$ cat config.mk
export PLATFORM = sky130hd
export DESIGN_NAME = pll_lock_detect
export DESIGN_NICKNAME = d
export VERILOG_FILES = /design/src/rtl/pll_pkg.sv /design/src/rtl/edge_sync.sv /design/src/rtl/pll_lock_detect.sv
export SDC_FILE = /design/constraint.sdc
export NUM_CORES = 1
export LEC_CHECK = 0
export CORE_ASPECT_RATIO = 0.7
export CORE_MARGIN = 2
export CORE_UTILIZATION = 45
export DETAILED_ROUTE_END_ITERATION = 16
export HOLD_SLACK_MARGIN = 0.05
export PLACE_DENSITY = 0.68
export SYNTH_ARGS = -nofsm -noshare
export SYNTH_HDL_FRONTEND = slang
export SYNTH_SLANG_ARGS = --single-unit
$ cat constraint.sdc
create_clock -name clkin -period 2.5 [get_ports clkin]
set_input_delay 0.25 -clock clkin [delete_from_list [all_inputs] [get_ports clkin]]
set_output_delay 0.25 -clock clkin [all_outputs]
set_load 0.1 [all_outputs]
$ cat src/rtl/pll_pkg.sv
// Shared PLL definitions: lock-detector state encoding and default window/hysteresis settings.
package pll_pkg;

    typedef enum logic [1:0] {
        ST_IDLE   = 2'd0,
        ST_ACQ    = 2'd1,
        ST_LOCKED = 2'd2
    } pll_state_t;

    localparam int PLL_WIN_LOG2   = 4;
    localparam int PLL_TOL        = 1;
    localparam int PLL_LOCK_CNT   = 4;
    localparam int PLL_UNLOCK_CNT = 2;

endpackage

$ cat src/rtl/edge_sync.sv
// Two-flop synchronizer followed by an edge register; emits a registered one-cycle pulse
// for each rising edge of an asynchronous input.
module edge_sync (
    input  logic clk,
    input  logic rst_n,
    input  logic din,
    output logic rise
);
    logic s1, s2, s3;

    always_ff @(posedge clk or negedge rst_n) begin
        if (!rst_n) begin
            s1   <= 1'b0;
            s2   <= 1'b0;
            s3   <= 1'b0;
            rise <= 1'b0;
        end else begin
            s1   <= din;
            s2   <= s1;
            s3   <= s2;
            rise <= s2 & ~s3;
        end
    end
endmodule

$ cat src/rtl/pll_lock_detect.sv
// PLL lock detector: counts feedback edges per reference window and declares lock with hysteresis.
// Optional stuck-acquisition timeout is enabled by defining PLL_LOCK_TIMEOUT_EN.
module pll_lock_detect import pll_pkg::*; #(
    parameter int WIN_LOG2   = PLL_WIN_LOG2,
    parameter int TOL        = PLL_TOL,
    parameter int LOCK_CNT   = PLL_LOCK_CNT,
    parameter int UNLOCK_CNT = PLL_UNLOCK_CNT
`ifdef PLL_LOCK_TIMEOUT_EN
    ,
    parameter int TIMEOUT_CYC = 4096
`endif
) (
    input  logic                clkin,
    input  logic                rst,
    input  logic                en,
    input  logic                ref_in,
    input  logic                fb_in,
    output logic                lock,
    output logic                lock_lost,
    output logic                win_done,
    output logic [WIN_LOG2+1:0] freq_err,
    output logic [1:0]          state
`ifdef PLL_LOCK_TIMEOUT_EN
    ,
    output logic                timeout
`endif
);
    localparam int CW = WIN_LOG2 + 2;
    localparam int GW = $clog2(LOCK_CNT + 1);
    localparam int BW = $clog2(UNLOCK_CNT + 1);

    localparam logic [CW-1:0]       WIN_LEN  = CW'(2 ** WIN_LOG2);
    localparam logic [CW-1:0]       TOL_V    = CW'(TOL);
    localparam logic [CW-1:0]       FB_MAX   = '1;
    localparam logic [CW-1:0]       CW_ONE   = CW'(1);
    localparam logic [WIN_LOG2-1:0] REF_LAST = '1;
    localparam logic [WIN_LOG2-1:0] REF_ONE  = WIN_LOG2'(1);
    localparam logic [GW-1:0]       G_LAST   = GW'(LOCK_CNT - 1);
    localparam logic [GW-1:0]       G_ONE    = GW'(1);
    localparam logic [BW-1:0]       B_LAST   = BW'(UNLOCK_CNT - 1);
    localparam logic [BW-1:0]       B_ONE    = BW'(1);

    pll_state_t          st;
    logic                ref_p, fb_p;
    logic [WIN_LOG2-1:0] ref_cnt;
    logic [CW-1:0]       fb_cnt, fb_total, err, err_mag;
    logic [GW-1:0]       good_cnt;
    logic [BW-1:0]       bad_cnt;
    logic                close, good;

    edge_sync u_ref_sync (.clk(clkin), .rst_n(rst), .din(ref_in), .rise(ref_p));
    edge_sync u_fb_sync  (.clk(clkin), .rst_n(rst), .din(fb_in),  .rise(fb_p));

    assign state = st;

    // An fb pulse coincident with the closing ref pulse belongs to the closing window.
    always_comb begin
        fb_total = fb_cnt;
        if (fb_p && fb_cnt != FB_MAX) fb_total = fb_cnt + CW_ONE;
        err     = fb_total - WIN_LEN;
        err_mag = err[CW-1] ? (~err + CW_ONE) : err;
        good    = (err_mag <= TOL_V);
        close   = en && (st != ST_IDLE) && ref_p && (ref_cnt == REF_LAST);
    end

    always_ff @(posedge clkin or negedge rst) begin
        if (!rst) begin
            st        <= ST_IDLE;
            lock      <= 1'b0;
            lock_lost <= 1'b0;
            win_done  <= 1'b0;
            freq_err  <= '0;
            ref_cnt   <= '0;
            fb_cnt    <= '0;
            good_cnt  <= '0;
            bad_cnt   <= '0;
        end else begin
            win_done  <= 1'b0;
            lock_lost <= 1'b0;
            if (!en) begin
                // Partial window is discarded; freq_err keeps the last result.
                st       <= ST_IDLE;
                lock     <= 1'b0;
                ref_cnt  <= '0;
                fb_cnt   <= '0;
                good_cnt <= '0;
                bad_cnt  <= '0;
            end else if (st == ST_IDLE) begin
                st       <= ST_ACQ;
                ref_cnt  <= '0;
                fb_cnt   <= '0;
                good_cnt <= '0;
                bad_cnt  <= '0;
            end else if (close) begin
                ref_cnt  <= '0;
                fb_cnt   <= '0;
                win_done <= 1'b1;
                freq_err <= err;
                case (st)
                    ST_ACQ: begin
                        if (!good) begin
                            good_cnt <= '0;
                        end else if (good_cnt == G_LAST) begin
                            st       <= ST_LOCKED;
                            lock     <= 1'b1;
                            good_cnt <= '0;
                            bad_cnt  <= '0;
                        end else begin
                            good_cnt <= good_cnt + G_ONE;
                        end
                    end
                    ST_LOCKED: begin
                        if (good) begin
                            bad_cnt <= '0;
                        end else if (bad_cnt == B_LAST) begin
                            st        <= ST_ACQ;
                            lock      <= 1'b0;
                            lock_lost <= 1'b1;
                            good_cnt  <= '0;
                            bad_cnt   <= '0;
                        end else begin
                            bad_cnt <= bad_cnt + B_ONE;
                        end
                    end
                    default: begin
                        st   <= ST_IDLE;
                        lock <= 1'b0;
                    end
                endcase
            end else begin
                if (ref_p) ref_cnt <= ref_cnt + REF_ONE;
                fb_cnt <= fb_total;
            end
        end
    end

`ifdef PLL_LOCK_TIMEOUT_EN
    localparam int            TW      = $clog2(TIMEOUT_CYC + 1);
    localparam logic [TW-1:0] T_MAX   = TW'(TIMEOUT_CYC);
    localparam logic [TW-1:0] T_LAST  = TW'(TIMEOUT_CYC - 1);
    localparam logic [TW-1:0] T_ONE   = TW'(1);

    logic [TW-1:0] tmo_cnt;

    // Counts only while acquiring; reaching lock restarts it, dropping en clears the flag.
    always_ff @(posedge clkin or negedge rst) begin
        if (!rst) begin
            tmo_cnt <= '0;
            timeout <= 1'b0;
        end else if (!en) begin
            tmo_cnt <= '0;
            timeout <= 1'b0;
        end else if (st == ST_IDLE || lock) begin
            tmo_cnt <= '0;
        end else if (tmo_cnt != T_MAX) begin
            tmo_cnt <= tmo_cnt + T_ONE;
            if (tmo_cnt == T_LAST) timeout <= 1'b1;
        end
    end
`endif

endmodule

==> impl_results.md <==
* Synthesized netlist net count at 193
* Portion of total power attributed to the clock network at 46.5%
* Internal Dissipation at 0.00103 W
* Synth warn at 0
* Kind of capture point of the worst setup path: flop
* Non-filler instance count after layout at 250
* Psw at 0.000306 W
* Iter 0 DRT Violations at 130
* Cell depth of the worst hold path at 0
* Relative slew slack at 72.4%
* Minimum clock period at 2.32 ns
* Number of synthesized flops with an enable pin at 0
* Count of cell types in the netlist at 46
* Total Routing Usage GR at 17.8%
* Worst-margin pin slew at 0.413 ns
* Clock slew at reported path FFs at 0.07 ns
* Setup Total Neg Slack at 0 ns
* Via count of the first global-routing pass at 1280
* Rows at 19
* Die H at 56.8 µm
* Average vias per placed instance at 5.48
* Total of flip-flops plus latches after synthesis at 34
* Port Buffers at 15
* Clock Tree Buf Depth at 2
* Worst Path Max Fanout at 7
* RSZ-0062 raised after global routing: false
* Cell leakage power at 0.946 nW
* Hold-fix buffer count after cts at 0
* Htree depth at 2
* Avg Inst Size Synth at 9.95 µm²
* Half-perimeter wire length after detailed placement at 2630 µm
* Final setup violation count at 0
* Endpoint of the worst hold-timing path: u_fb_sync.s2
* Number of sinks on the clock net at 34
* Number of cells after detailed placement at 242
* Ratio of cells with drive above 1 in the final layout at 18.2%
* Reg2reg path depth at 7
* TritonCTS clock tree: done
* Power density relative to cell area at 635 nW/µm²
* CP Data Required Time at 2.68 ns
* Outcome: finished clean
* Layout net count at 210
* Max Transition Viols Final at 0
* Number of cells upsized or downsized after cts at 0
* R2R Path End: bad_cnt[0]
* Growth of design area from synthesis to finish at 17.5%
* Startpoint-to-endpoint class of the critical path: reg -> reg
* Period Utilization, post-route at 92.9%
* Max-cap check violation count at 0
* DR pass1 iterations at 4
* Top Ports at 16
* Maximum frequency from static timing analysis at 0.430 GHz
* Hold Crit Class: reg -> reg
* Launching point of the worst reg2reg path: fb_cnt[0]
* Clock buffers created by TritonCTS at 5
* Switch share at 22.9%
* Area of the die at 4510 µm²
* Top FF cell, synth: dfrtp_1
* Clock latency reported for the late side of the worst-skew pair at 0.28 ns
* Slack of the worst reg-to-reg path at 0.18 ns
* Worst vdd rail ir drop at 0.347 mV
* Commonest non-fill, non-tap cells in the layout: dfrtp_1, nand2_1, nor2_1, buf_4, o21ai_0
* Overall routed net length at 3570 µm
* Die W at 79.4 µm
* GRT Residual Overflow at 0
* Endpoint arrival time on the critical path at 2.50 ns
* Clock tree skew after final layout at 0.00195 ns
* Initial antenna violation count at 0
* Via count of the routed design at 1370
* Number of instances in the synthesized netlist at 180
* Cell area after synthesis at 1790 µm²
* Remaining routing DRC violations at 0
* Fraction of registers with async set or reset after synthesis at 100%
* Sequential cell fraction of total power at 43.2%
* Post-DR wirelength/cell at 14.3 µm
* Number of setup buffers added after CTS at 0
* PnR Total Power at 0.00134 W
* Leading cell type in the layout, fill and taps excluded: dfrtp_1
* Area of the core at 3870 µm²
* Root buffer cell: clkbuf_8
* Maximum number of pins on one net before global-route repair at 35
* Global-route wire length before repair at 6070 µm
* Start point of the worst hold path: u_fb_sync.s1
* Gate power share at 10.2%
* Worst Setup Start Kind: flop
* Fraction of the yosys area taken by sequential cells at 47.5%
* Post-detailed-route count of antenna-violating nets at 0
* Number of hold violations in the final report at 0
* Initial Util at 46.2%
* Gpl congestion at 0.935
* Ant. Diodes at 0
power by group through the flow:
stage	Sequential (W)	Combinational (W)	Clock (W)
after floorplan	0.000629	0.0000515	0
final	0.000577	0.000137	0.000621
after global placement	0.000587	0.000133	0
after global routing	0.000579	0.000147	0.000663
after CTS	0.000577	0.000137	0.000631
after detailed placement	0.000588	0.000137	0
stage by stage:
step	hold slack, ns	util, %	setup WS (ns)	cell area [µm²]
2_1_floorplan	-0.0456	-	0.00682	1800
3_5_place_dp	0.346	50.6	0.128	1960
6_report	0.359	54.3	0.177	2100
3_3_place_gp	0.340	50.6	0.184	1960
4_1_cts	0.362	54.2	0.127	2100
5_1_grt	0.372	54.3	0.00981	2100
flip-flops by register name, summed over array words and instances (netlist names), 2 cells and up:
signal    cells
ref_cnt       4
state         2
fb_cnt        6
freq_err      6
bad_cnt       2
good_cnt      3
worst max path at each step:
stage,from,end
floorplan,state[0],bad_cnt[0]
global placement,fb_cnt[0],bad_cnt[0]
detailed placement,fb_cnt[0],bad_cnt[0]
CTS,fb_cnt[0],bad_cnt[0]
global route,fb_cnt[1],bad_cnt[0]
finish,fb_cnt[0],bad_cnt[0]
area by class of cell:
type | count | area, µm²
fillers | 348 | 1770
flip-flops and latches | 34 | 858
multi-input cells | 128 | 838
repair buffers | 19 | 153
clock buffers | 6 | 82.6
well taps | 52 | 65.1
clock inverters | 2 | 60.1
inverters | 9 | 46.3
critical path, cell delays in order (launching register included):
cell and delay (ns):
dfrtp_1 0.45, ha_1 0.28, and2_2 0.26, a21oi_1 0.08, o2111a_1 0.27, o21bai_1 0.22
or4b_1 0.56, o311ai_1 0.11
routing by layer:
layer  GRT usage, %  vias up  share of wire [%]
met1           26.2      664                 50
met2           25.4       36                 44
met4           5.17        0               0.59
met5              0        -                  0
met3           4.98        2                5.6
li1               -      668                  -
kinds of logic after synthesis:
group | after synthesis | share of synthesized area (%)
and+or+nand+nor | 72 | 21.0
AOI/OAI and AO/OA | 36 | 13.8
DFF | 34 | 47.5
buffers and inverters | 18 | 5.87
adders and majority gates | 8 | 5.59
xor gates and xnor gates | 6 | 2.93
muxes | 6 | 3.35
synth_stat cells (all sizes together), types with 2 or more instances:
master | n | area [µm²]
and3 | 2 | 12.5
dfrtp | 34 | 851
nand4 | 6 | 37.5
mux2i | 6 | 60.1
o21ai | 9 | 45.0
o21a | 2 | 15.0
nand3 | 6 | 30.0
nor2b | 2 | 12.5
nand4b | 2 | 17.5
xor2 | 2 | 17.5
nor3 | 6 | 35.0
nand2 | 19 | 71.3
buf | 8 | 55.1
nor2 | 16 | 60.1
nand3b | 2 | 15.0
a21o | 2 | 15.0
nand2b | 4 | 25.0
a31oi | 6 | 43.8
xnor2 | 4 | 35.0
inv | 8 | 30.0
a21oi | 5 | 25.0
a21boi | 3 | 26.3
ha | 8 | 100
No activity file was read; power rests on OpenSTA's default activity.
==> patch 1: new RTL, config.mk and constraints unchanged <==
Add a define of `PLL_LOCK_TIMEOUT_EN`.
--- a/src/rtl/pll_lock_detect.sv
+++ b/src/rtl/pll_lock_detect.sv
@@ -2,2 +2,4 @@
 // Optional stuck-acquisition timeout is enabled by defining PLL_LOCK_TIMEOUT_EN.
+`define PLL_LOCK_TIMEOUT_EN
+
 module pll_lock_detect import pll_pkg::*; #(
Behaviour (old outputs only; new: timeout): unchanged (equiv_simple and equiv_induct, registers matched by name and starting in step).
==> patch 1 against the original RTL <==
- the run now ends with negative setup slack left
- critical path depth up 4
- wire length up 58%
- sequential power up 47%
- synthesized area up 42%
- critical path type unchanged
- worst hold slack worse by 0.0057 ns
- die area up 40%
- sequential cell count up 14
- total power up 37%
- worst setup slack worse by 0.33 ns
- synthesized cell count up 42%
- design area up 56%
- highest routed layer unchanged
- largest cell class is now multi-input combinational cells
==> patch 1: results (changes against the original RTL) <==
min_to: "u_ref_sync.s2"
first_iter_violations: 147  # +13%
min_from: "u_ref_sync.s1"
routed_wl_mm: 5.633  # +58%
yosys.cell_types.count: 50  # +8.7%
grt.total_usage_pct: 20.00  # +2.2 points
dp_hpwl_mm: 3.754  # +43%
cp_max_fo: 4  # -3
drive_gt1_share_pct: 29.32  # +11 points
multi_input_area_um2: 1421  # +70%
port_buffers: 16  # +1
final-clk-cell-share_pct: 2.591  # -4.2 points
grtUsageMet3_pct: 5.430  # +0.45 points
placed_cell_area_um2: 2977  # +52%
bufAreaShareNonClock_pct: 13.45  # +6.2 points
r2r_start: "fb_cnt[1]"
wl_met3_um: 230  # +15%
dp_slack_ns: -0.1915  # -0.3190 ns
synth_xor_area_share_pct: 4.760  # +1.8 points
finalSetupTns_ns: -0.5912  # -0.5912 ns
power_frac_comb_pct: 29.0  # +19 points
setup_violations: 8  # +8
wl_met2_mm: 2.534  # +60%
synth_area_um2: 2550  # +42%
grt_use_met1_pct: 29.21  # +3.0 points
status: "finished, violations left"
grt_pass1_wl_mm: 9.653  # +59%
violations: "negative setup slack"
finalWorstSetupSlack_ns: -0.1504  # -0.3271 ns
buffers_excl_clock: 52  # +33
synthMuxAreaShare_pct: 5.299  # +1.9 points
gp_congestion: 0.9057  # -3.1%
yosysSeqAreaShare_pct: 47.11  # -0.41 points
r2r_cells: 11  # +4
slowest_stage: "dfrtp_2"
synth.top_cells.by_count: "dfrtp_1 (48), nor2_1 (34), nand2_1 (28), ha_1 (12), nand3_1 (12)"
crit_family: "compound AO/OA/AOI/OAI gates"
via_count: 2029  # +48%
area_growth_pct: 28.75
design.seq.count: 48  # +41%
yosys.area_share.adder_pct: 5.888  # +0.30 points
powerSeq_mw: 0.846  # +47%
fin_skew_ns: 0.005098  # +0.003147 ns
multi_input_comb_cells: 190  # +48%
nFillCells: 453  # +30%
layout.nets: 323  # +54%
synthTopCellsByArea: "dfrtp_1 (47%), ha_1 (5.9%), nor2_1 (5.0%)"
worst_pin_slew_ns: 0.6544  # +0.2411 ns
r2r-end: "good_cnt[1]"
worstPathArrival_ns: 2.84  # +0.34 ns
cts_setup_buffers: 6  # +6
max_stage_delay_ns: 0.40  # -0.16 ns
peakVddDrop_uv: 350.6  # +0.95%
clk_pin_slew_ns: 0.09  # +0.02 ns
seq-cell-share_pct: 36.89  # -3.9 points
## patch 1: cell count changes after synthesis, sizes merged, moves of 4 or more
cell,change
and3,+7
nor2,+18
mux2,+4
a31oi,-4
xor2,+8
dfrtp,+14
ha,+4
clkbuf,+5
nand3,+6
buf,-5
nand2,+9
## patch 1: worst max path at each step
stage              start          end  slack, ns  cells after the start
6_report       fb_cnt[1]  good_cnt[1]      -0.15                     11
3_3_place_gp   fb_cnt[1]  good_cnt[0]      -0.12                      9
4_1_cts        fb_cnt[0]         lock      -0.12                     10
2_1_floorplan  fb_cnt[0]  good_cnt[0]      -0.23                     10
3_5_place_dp   fb_cnt[1]  good_cnt[1]      -0.19                     10
5_1_grt        fb_cnt[1]  good_cnt[0]      -0.23                     11
## patch 1: metrics by stage
stage / instances / util (%)
floorplan: 256 / -
global placement: 359 / 55.74
detailed placement: 359 / 55.74
CTS: 375 / 59.86
global route: 379 / 61.48
finish: 379 / 61.48
==> patch 2: new RTL, same flow settings <==
Without the edit above. Add an input register stage for `ref_in` and `fb_in`, without a reset; this delays them by one clock. The other inputs are not delayed to match.
--- a/src/rtl/pll_lock_detect.sv
+++ b/src/rtl/pll_lock_detect.sv
@@ -42,2 +42,10 @@
 
+    logic ref_q;
+    logic fb_q;
+
+    always_ff @(posedge clkin) begin
+        ref_q <= ref_in;
+        fb_q  <= fb_in;
+    end
+
     pll_state_t          st;
@@ -50,4 +58,4 @@
 
-    edge_sync u_ref_sync (.clk(clkin), .rst_n(rst), .din(ref_in), .rise(ref_p));
-    edge_sync u_fb_sync  (.clk(clkin), .rst_n(rst), .din(fb_in),  .rise(fb_p));
+    edge_sync u_ref_sync (.clk(clkin), .rst_n(rst), .din(ref_q), .rise(ref_p));
+    edge_sync u_fb_sync  (.clk(clkin), .rst_n(rst), .din(fb_q),  .rise(fb_p));
 
Check against the original RTL: no difference found for any inputs over 10 cycles, from zero or initial values and one cycle with rst low; that may be too few to reach the edited logic, so the function may still have changed.
==> patch 2 against the original RTL <==
- worst setup slack got worse by 0.034 ns
- sequential share of layout area decreased by 1.2 points
- fmax is 1.4% lower
- wire length grew 20%
- non-clock buffer count grew 8
- sequential cell count is 2 higher
- design area increased by 7.8%
- synthesized area rose by 6.8%
- largest cell class is now multi-input combinational cells
- highest routed layer unchanged
Power is not compared: it rests on default switching activity, and its combinational part moved more than twofold at a synthesized area within 25%.
==> patch 2: results (changes against the original RTL) <==
r2r_start: "fb_cnt[0]"
dp_hpwl_mm: 3.156  # +20%
r2r-end: "state[0]"
ctsRootBufferMaster: "clkbuf_8"
grt_pass1_vias: 1526  # +19%
r2r_cells: 10  # +3
first_iter_violations: 123  # -5.4%
async_flop_share_pct: 94.44  # -5.6 points
relSlewSlack_pct: 71.06  # -1.4 points
fin_skew_ns: 0.008617  # +0.006666 ns
synthTopCellsByArea: "dfrtp_1 (44%), ha_1 (5.2%), mux2i_1 (4.7%)"
layout.nets: 223  # +6.2%
min_to: "u_fb_sync.s1"
worstPathArrival_ns: 2.56  # +0.06 ns
p_leak_nw: 1.022
multi_input_comb_cells: 133  # +3.9%
cts_resized: 0  # unchanged
cp_max_fo: 8  # +1
multi_input_area_share_pct: 42.22  # +2.4 points
syn_nets: 199  # +3.1%
grt_use_met1_pct: 30.34  # +4.1 points
nFillCells: 350  # +0.57%
grt_pass1_wl_mm: 7.341  # +21%
power_frac_seq_pct: 42.4
grtUsageMet3_pct: 5.368  # +0.38 points
synth.top_cells.by_count: "dfrtp_1 (34), nor2_1 (20), nand2_1 (14), mux2i_1 (9), ha_1 (8)"
via_per_inst: 5.673  # +3.5%
grt.total_usage_pct: 20.50  # +2.7 points
routed_wl_mm: 4.283  # +20%
rrSetupSlack_ns: 0.14  # -0.03 ns
design.seq.count: 36  # +5.9%
clkPwrFrac_pct: 34.2
min_from: "fb_q"
inv_count: 7  # -2
status: "finished clean"
drive_gt1_share_pct: 23.22  # +5.0 points
cts_buffer_depth: 2  # unchanged
buffers_excl_clock: 27  # +8
gp_congestion: 0.9143  # -2.2%
bufAreaShareNonClock_pct: 9.382  # +2.1 points
seqCellArea_um2: 898.4  # +4.7%
yosysSeqAreaShare_pct: 46.57  # -0.95 points
peakVddDrop_uv: 399.3
grt_util_met2_pct: 29.85  # +4.4 points
placed_cell_area_um2: 2146  # +9.5%
core-area_um2: 3994  # +3.1%
final-clk-cell-share_pct: 4.746  # -2.0 points
clk_pin_slew_ns: 0.08
yosys.cell_types.count: 50  # +8.7%
patch 2: through the flow:
stage / hold WS (ns) / utilization (%) / worst slack [ns] / power, mW / cells
floorplan: -0.04559 / - / 0.04250 / 0.8786 / 186
global placement: 0.3241 / 53.73 / 0.2028 / 0.9626 / 255
detailed placement: 0.3270 / 53.73 / 0.1144 / 0.9793 / 255
CTS: 0.3391 / 56.42 / 0.1092 / 1.486 / 263
global route: 0.3511 / 56.77 / 0.02068 / 1.549 / 263
finish: 0.3353 / 56.77 / 0.1429 / 1.485 / 263
patch 2: logic make-up after synthesis:
logic type / synth area share, %
AND/OR/NAND/NOR: 20.28
flip-flops: 46.57
XOR/XNOR: 2.289
adder cells (fa/ha/maj): 5.232
AO/OA/AOI/OAI: 14.72
buffers and inverters: 4.447
multiplexers: 6.475
patch 2: per-layer routing:
metal | part of all wire, % | vias up
met5 | 0 | -
met4 | 1.1 | 0
met3 | 4.9 | 6
met2 | 45 | 44
met1 | 49 | 740
li1 | - | 702
patch 2: how the worst max path moves through the flow:
stage / from / end / slack [ns]
floorplan: state[0] / state[1] / 0.04
global placement: fb_cnt[0] / good_cnt[2] / 0.20
detailed placement: fb_cnt[0] / state[0] / 0.11
CTS: fb_cnt[0] / state[0] / 0.11
global route: fb_cnt[0] / good_cnt[2] / 0.02
finish: fb_cnt[0] / state[0] / 0.14
patch 2: worst max-delay path: stages, from the launching register on:
cell	delay (ns)
dfrtp_1	0.39
ha_1	0.21
buf_4	0.16
nand4_1	0.16
mux2i_2	0.29
buf_4	0.16
a31oi_2	0.08
a2bb2oi_2	0.18
nand2b_4	0.21
mux2i_1	0.22
mux2i_1	0.22
